<file path="src/rtl/csr_access_unit_pkg.sv">
// Shared widths, write-enable levels, Zicsr funct3 encodings and FSM states.
// Latency: n/a (declarations only).
// Backpressure: n/a.
package csr_access_unit_pkg;

    localparam int DATA_WIDTH     = 32;
    localparam int REG_ADDR_WIDTH = 5;
    localparam int CSR_ADDR_WIDTH = 12;

    localparam logic WRITE_ENABLE  = 1'b1;
    localparam logic WRITE_DISABLE = 1'b0;

    localparam logic [4:0] ZERO_REG = 5'd0;

    localparam logic [2:0] F3_CSRRW  = 3'b001;
    localparam logic [2:0] F3_CSRRS  = 3'b010;
    localparam logic [2:0] F3_CSRRC  = 3'b011;
    localparam logic [2:0] F3_CSRRWI = 3'b101;
    localparam logic [2:0] F3_CSRRSI = 3'b110;
    localparam logic [2:0] F3_CSRRCI = 3'b111;

    typedef enum logic [1:0] {
        ST_IDLE   = 2'b00,
        ST_READ   = 2'b01,
        ST_COMMIT = 2'b10
    } state_e;

endpackage

</file>
<file path="src/rtl/csr_access_unit_alu.sv">
// Computes the new CSR value, the write-suppression decision and the illegal flag.
// Latency: combinational.
// Backpressure: none; pure function of its inputs.
module csr_alu
    import csr_access_unit_pkg::*;
#(
    parameter int DATA_W     = DATA_WIDTH,
    parameter int CSR_ADDR_W = CSR_ADDR_WIDTH,
    parameter int REG_ADDR_W = REG_ADDR_WIDTH
) (
    input  logic [2:0]            funct3_i,
    input  logic [CSR_ADDR_W-1:0] csr_addr_i,
    input  logic [REG_ADDR_W-1:0] rs1_idx_i,
    input  logic [DATA_W-1:0]     old_i,
    input  logic [DATA_W-1:0]     src_i,
    output logic [DATA_W-1:0]     new_o,
    output logic                  csr_we_o,
    output logic                  illegal_o
);

    logic set_clr;
    logic bad_op;
    logic suppress;
    logic read_only;

    // Decode the operation: new value, and whether the set/clear form touches the CSR at all.
    always_comb begin
        new_o   = old_i;
        set_clr = 1'b0;
        bad_op  = 1'b0;
        case (funct3_i)
            F3_CSRRW, F3_CSRRWI: new_o = src_i;
            F3_CSRRS, F3_CSRRSI: begin
                new_o   = old_i | src_i;
                set_clr = 1'b1;
            end
            F3_CSRRC, F3_CSRRCI: begin
                new_o   = old_i & ~src_i;
                set_clr = 1'b1;
            end
            default: bad_op = 1'b1;
        endcase
    end

    // Set/clear with x0/zimm=0 is a pure read; a read of a read-only CSR is therefore legal.
    always_comb begin
        suppress  = set_clr && (rs1_idx_i == '0);
        read_only = (csr_addr_i[CSR_ADDR_W-1 -: 2] == 2'b11);
        illegal_o = bad_op || (read_only && !suppress);
        csr_we_o  = (suppress || illegal_o) ? WRITE_DISABLE : WRITE_ENABLE;
    end

endmodule

</file>
<file path="src/rtl/csr_access_unit.sv">
// Runs one Zicsr instruction: read old CSR, compute new, write CSR and rd.
// Latency: accept -> READ -> COMMIT, done pulses in the 3rd cycle counting the accept cycle.
// Backpressure: req_ready only in IDLE; one instruction per 3 cycles at most.
module csr_access_unit
    import csr_access_unit_pkg::*;
#(
    parameter int DATA_W     = DATA_WIDTH,
    parameter int CSR_ADDR_W = CSR_ADDR_WIDTH,
    parameter int REG_ADDR_W = REG_ADDR_WIDTH
) (
    input  logic                  clk,
    input  logic                  rst,
    input  logic                  req_valid,
    output logic                  req_ready,
    input  logic [2:0]            req_funct3,
    input  logic [CSR_ADDR_W-1:0] req_csr_addr,
    input  logic [REG_ADDR_W-1:0] req_rs1_idx,
    input  logic [DATA_W-1:0]     req_rs1_data,
    input  logic [REG_ADDR_W-1:0] req_rd,
    input  logic                  flush,
    output logic [CSR_ADDR_W-1:0] csr_raddr,
    input  logic [DATA_W-1:0]     csr_rdata,
    output logic                  csr_we,
    output logic [CSR_ADDR_W-1:0] csr_waddr,
    output logic [DATA_W-1:0]     csr_wdata,
    output logic                  rd_we,
    output logic [REG_ADDR_W-1:0] rd_waddr,
    output logic [DATA_W-1:0]     rd_wdata,
    output logic                  done,
    output logic                  illegal
);

    state_e state_q, state_d;

    logic [2:0]            funct3_q;
    logic [CSR_ADDR_W-1:0] addr_q;
    logic [REG_ADDR_W-1:0] rs1_idx_q;
    logic [DATA_W-1:0]     rs1_data_q;
    logic [REG_ADDR_W-1:0] rd_q;

    logic [CSR_ADDR_W-1:0] csr_waddr_q;
    logic [DATA_W-1:0]     csr_wdata_q;
    logic [REG_ADDR_W-1:0] rd_waddr_q;
    logic [DATA_W-1:0]     rd_wdata_q;
    logic                  csr_we_q;
    logic                  rd_we_q;
    logic                  illegal_q;

    logic                  accept;
    logic                  capture;
    logic [DATA_W-1:0]     src;
    logic [DATA_W-1:0]     alu_new;
    logic                  alu_we;
    logic                  alu_illegal;

    // Immediate forms take rs1_idx as a zero-extended 5-bit zimm.
    assign src = funct3_q[2] ? {{(DATA_W-REG_ADDR_W){1'b0}}, rs1_idx_q} : rs1_data_q;

    csr_alu #(
        .DATA_W     (DATA_W),
        .CSR_ADDR_W (CSR_ADDR_W),
        .REG_ADDR_W (REG_ADDR_W)
    ) u_alu (
        .funct3_i   (funct3_q),
        .csr_addr_i (addr_q),
        .rs1_idx_i  (rs1_idx_q),
        .old_i      (csr_rdata),
        .src_i      (src),
        .new_o      (alu_new),
        .csr_we_o   (alu_we),
        .illegal_o  (alu_illegal)
    );

    // State register; reset aborts any in-flight instruction before it can commit.
    always_ff @(posedge clk or negedge rst) begin
        if (!rst) begin
            state_q <= ST_IDLE;
        end else begin
            state_q <= state_d;
        end
    end

    // Next state and COMMIT-only strobes; flush is honoured in IDLE and READ, never in COMMIT.
    always_comb begin
        state_d   = state_q;
        req_ready = 1'b0;
        accept    = 1'b0;
        capture   = 1'b0;
        csr_we    = WRITE_DISABLE;
        rd_we     = WRITE_DISABLE;
        done      = 1'b0;
        illegal   = 1'b0;
        case (state_q)
            ST_IDLE: begin
                req_ready = 1'b1;
                if (req_valid && !flush) begin
                    accept  = 1'b1;
                    state_d = ST_READ;
                end
            end
            ST_READ: begin
                if (flush) begin
                    state_d = ST_IDLE;
                end else begin
                    capture = 1'b1;
                    state_d = ST_COMMIT;
                end
            end
            ST_COMMIT: begin
                csr_we  = csr_we_q;
                rd_we   = rd_we_q;
                done    = 1'b1;
                illegal = illegal_q;
                state_d = ST_IDLE;
            end
            default: state_d = ST_IDLE;
        endcase
    end

    // Request fields latched on accept; result registers loaded on the READ->COMMIT edge
    // so the write-side outputs stay stable until the next instruction reaches COMMIT.
    always_ff @(posedge clk or negedge rst) begin
        if (!rst) begin
            funct3_q    <= '0;
            addr_q      <= '0;
            rs1_idx_q   <= '0;
            rs1_data_q  <= '0;
            rd_q        <= '0;
            csr_waddr_q <= '0;
            csr_wdata_q <= '0;
            rd_waddr_q  <= '0;
            rd_wdata_q  <= '0;
            csr_we_q    <= WRITE_DISABLE;
            rd_we_q     <= WRITE_DISABLE;
            illegal_q   <= 1'b0;
        end else begin
            if (accept) begin
                funct3_q   <= req_funct3;
                addr_q     <= req_csr_addr;
                rs1_idx_q  <= req_rs1_idx;
                rs1_data_q <= req_rs1_data;
                rd_q       <= req_rd;
            end
            if (capture) begin
                csr_waddr_q <= addr_q;
                csr_wdata_q <= alu_new;
                rd_waddr_q  <= rd_q;
                rd_wdata_q  <= csr_rdata;
                csr_we_q    <= alu_we;
                rd_we_q     <= (rd_q != REG_ADDR_W'(ZERO_REG)) && !alu_illegal;
                illegal_q   <= alu_illegal;
            end
        end
    end

    assign csr_raddr = addr_q;
    assign csr_waddr = csr_waddr_q;
    assign csr_wdata = csr_wdata_q;
    assign rd_waddr  = rd_waddr_q;
    assign rd_wdata  = rd_wdata_q;

endmodule
</file>
<file path="config.mk">
export PLATFORM = sky130hd
export DESIGN_NAME = csr_access_unit
export DESIGN_NICKNAME = d
export VERILOG_FILES = /design/src/rtl/csr_access_unit_pkg.sv /design/src/rtl/csr_access_unit_alu.sv /design/src/rtl/csr_access_unit.sv
export SDC_FILE = /design/constraint.sdc
export NUM_CORES = 1
export LEC_CHECK = 0
export ABC_AREA = 1
export CAP_MARGIN = 5
export CORE_AREA = 2 2 118 120
export CTS_BUF_LIST = sky130_fd_sc_hd__clkbuf_4
export CTS_CLUSTER_DIAMETER = 200
export DETAILED_ROUTE_END_ITERATION = 8
export DIE_AREA = 0 0 120 122
export GPL_TIMING_DRIVEN = 0
export PLACE_DENSITY = 0.82
export SYNTH_ARGS = -nofsm -noshare
export SYNTH_HDL_FRONTEND = slang
export SYNTH_SLANG_ARGS = --single-unit
export TNS_END_PERCENT = 20
</file>
<file path="constraint.sdc">
create_clock -name clk -period 1.6 [get_ports clk]
set_clock_uncertainty 0.1 [all_clocks]
set_input_delay 0.32 -clock clk [delete_from_list [all_inputs] [get_ports clk]]
set_output_delay 0.32 -clock clk [all_outputs]
set_load 0.03 [all_outputs]
</file>
==> impl_metrics.toml <==
[sta]
setup_viol = 107
setup_ws_ns = -0.277
period_needed_ns = 1.88
drv_slew = 0
maxSlewHeadroom = 0.541
hold_viol = 0
tightest_slew_ns = 0.689
min_period_over_period = 1.17
fmax_mhz = 533
rsz0062_at_grt = "true"

[clocking]
clock_sinks = 143
cts_made_buffers = 17
root_buffer = "clkbuf_4"
clk_path_buf_depth = 2
cts_tree = "yes"
clk_pin_slew_ns = 0.12
htreeDepth = 4
clock_latency_ns = 0.58

[grt]
grt_overflow = 0
grt_pass1_vias = 6099
grt_max_degree = 75
grt_antenna_before_repair = 1
grtUsageTotal = 0.267
grt_pass1_wl_um = 30100

[setup_path]
slowest_delay_ns = 0.44
r2r_end = "csr_wdata[12]$_DFFE_PN0P_"
timing.rr.start = "state_q[0]$_DFFE_PN0P_"
endpoint = "rd_we"
rrSetupSlack_ns = -0.13
crit_cells = 4
crit_type = "flop to output pin"
startpoint_type = "flop"
cp_max_fo = 3
crit_chain = "nor2_4 -> inv_2 -> nor2_2 -> buf_6"
endpoint_kind = "output pin"
startpoint = "state_q[0]$_DFFE_PN0P_"
arrival_ns = 1.46
path_buf_inv = 2
critPathRequiredTime_ns = 1.18
slowest_stage = "dfrtp_1"
reg2regPathDepth = 9
critPathTopFamily = "flip-flops"

[finish]
design_area_sq_mm = 0.00931
stdcell_count = 1245
fin_nets = 1145
area_delta_synth_final_pct = 43.9
mostFrequentLayoutCell = "nand2_1"
final_core_util = 0.690
layout-drive-gt1-share = 0.215
layout_common_cells = "341 x nand2_1, 142 x dfrtp_1, 92 x nand3_1, 91 x clkdlybuf4s50_1, 75 x inv_1"

[pwr]
p_leak_nw = 4.70
sw_frac_of_total = 0.383
power.total_mw = 11.8
internal_power_mw = 7.29
p_sw_mw = 4.53
vdd_drop_max_v = 0.000719
seqPwrFrac = 0.415
pwr_density_cell_mw_per_mm2 = 1270
p_clk_frac = 0.188
combPwrFrac = 0.396

[place]
gp_congestion = 0.820
placed_area_sq_mm = 0.00864
dp_cells = 1194
dp_hpwl_um = 13100
numPortBuffers = 190

[yosys]
synth_mux_area_frac = 0
syn-num-nets = 916
yosysWarnings = 0
avgSynthCellArea_sq_um = 7.86
yosysUniqueCellTypes = 18
synth_compound_area_frac = 0.0340
synthAdderAreaFrac = 0
synth-xor-area-share = 0
synth_area_sq_mm = 0.00647
ys_seq_area_frac = 0.553
synth_top_family_by_area = "simple AND/OR/NAND/NOR gates"
yosys.area_share.simple = 0.330
postSynthCellCount = 823
ys_ff_latch = 143

[route]
vias = 6133
first_iter_violations = 353
wl_um = 18700
viasPerCell = 4.93
dr.pass1.iters = 5
routedWlPerCell_um = 15.0
drc = 0
ant_nets = 0

[floorplan]
start_util = 0.479
die_w_um = 120
die_h_um = 122
fp-row-count = 43
die-area_sq_mm = 0.0146
ios = 191
core_area_sq_mm = 0.0135

[hold_path]
hp-class = "input pin to flop"

[outcome]
status = "finished, violations left"
violations = "setup timing"

[job]
maxCapViolations = 0
==> sequential cells by signal (all words and copies together), names as in the netlist <==
signal	flops
csr_waddr	12
rs1_data_q	32
csr_we_q	1
rs1_idx_q	5
rd_we_q	1
rd_q	5
rd_waddr	5
funct3_q	3
csr_raddr	12
illegal_q	1
state_q	2
rd_wdata	32
csr_wdata	32
==> cell usage after synthesis <==
master / number / area, sq um
buf_6: 1 / 11.3
nand2_1: 341 / 1280
or2_2: 27 / 169
nor3_4: 1 / 16.3
buf_2: 22 / 110
nand2_2: 3 / 18.8
nand3_2: 1 / 10.0
buf_4: 8 / 60.1
nand4_1: 3 / 18.8
clkbuf_1: 14 / 52.6
inv_1: 78 / 293
o21ai_1: 9 / 45.0
inv_2: 3 / 11.3
nor2_2: 2 / 12.5
nand3_1: 92 / 460
nor2_1: 40 / 150
o21ai_0: 35 / 175
dfrtp_1: 143 / 3580
==> final cells by class <==
type,instances,area [sq um]
timing repair buffer,211,2200
antenna,1,2.50
clock buffer,22,165
buffer,44,358
clock inverter,9,93.8
sequential,143,3580
multi-input combinational,554,2390
inverter,81,307
tap,180,225
fill,1137,4190
==> cells by family (layout without fill, tap and decap cells) <==
family	after synthesis	count (layout)
DFF	143	143
AOI/OAI and AO/OA	44	44
other	0	1
and+or+nand+nor	510	510
buffers and inverters	126	367
==> per-stage QoR <==
stage	hold WS [ns]	setup TNS, ns	worst slack [ns]
after floorplan	-0.0756	-0.159	-0.0530
after global placement	0.361	-860.64	-5.68
after detailed placement	0.293	-54.94	-0.515
after CTS	0.141	-16.27	-0.297
after global routing	0.146	-16.31	-0.325
final	0.162	-7.95	-0.277
==> what timing repair did <==
action | 4_1_cts | 5_1_grt
pin swaps | 3 | 3
setup endpoints to repair | 174 | 212
hold buffers | 1 | 0
gates cloned | 0 | 1
hold endpoints to repair | 73 | 0
setup buffers | 12 | 6
gates resized for setup | 423 | 61
==> routing by layer <==
| metal | routed length (um) | track usage | vias to the layer above | share of wire |
|---|---|---|---|---|
| met2 | 9190 | 0.455 | 220 | 0.49 |
| met5 | 0 | 0 | - | 0 |
| met4 | 303 | 0.0801 | 0 | 0.016 |
| met3 | 1380 | 0.0712 | 30 | 0.074 |
| met1 | 7850 | 0.335 | 2899 | 0.42 |
| li1 | - | - | 2984 | - |
==> worst reg2reg max path, stage by stage (launching register included) <==
cell and delay, ns:
dfrtp_1 0.44, buf_4 0.15, inv_4 0.04, nor3_4 0.33
buf_6 0.16, buf_6 0.09, buf_4 0.14, or2_2 0.11
nand2_1 0.05, inv_1 0.05
==> power groups by stage <==
stage          combinational (mW)  sequential, mW  clock, mW
6_report                     4.68            4.91       2.23
5_1_grt                      5.08            5.00       2.44
4_1_cts                      4.59            4.88       2.27
3_5_place_dp                 4.68            4.95          0
3_3_place_gp                 4.59            4.93          0
2_1_floorplan                1.50            6.08          0
==> worst min-delay path by stage <==
| stage | depth (start not counted) | to | slack [ns] | from |
|---|---|---|---|---|
| after floorplan | 0 | csr_raddr[0]$_DFFE_PN0P_ | -0.08 | rst |
| after global placement | 2 | rd_wdata[9]$_DFFE_PN0P_ | 0.36 | rd_wdata[9]$_DFFE_PN0P_ |
| after detailed placement | 1 | rd_wdata[16]$_DFFE_PN0P_ | 0.29 | rst |
| after CTS | 3 | rs1_data_q[4]$_DFFE_PN0P_ | 0.14 | req_rs1_data[4] |
| after global routing | 3 | rs1_data_q[2]$_DFFE_PN0P_ | 0.15 | req_rs1_data[2] |
| final | 3 | rs1_data_q[4]$_DFFE_PN0P_ | 0.16 | req_rs1_data[4] |
(Power assumes the default switching activity.)
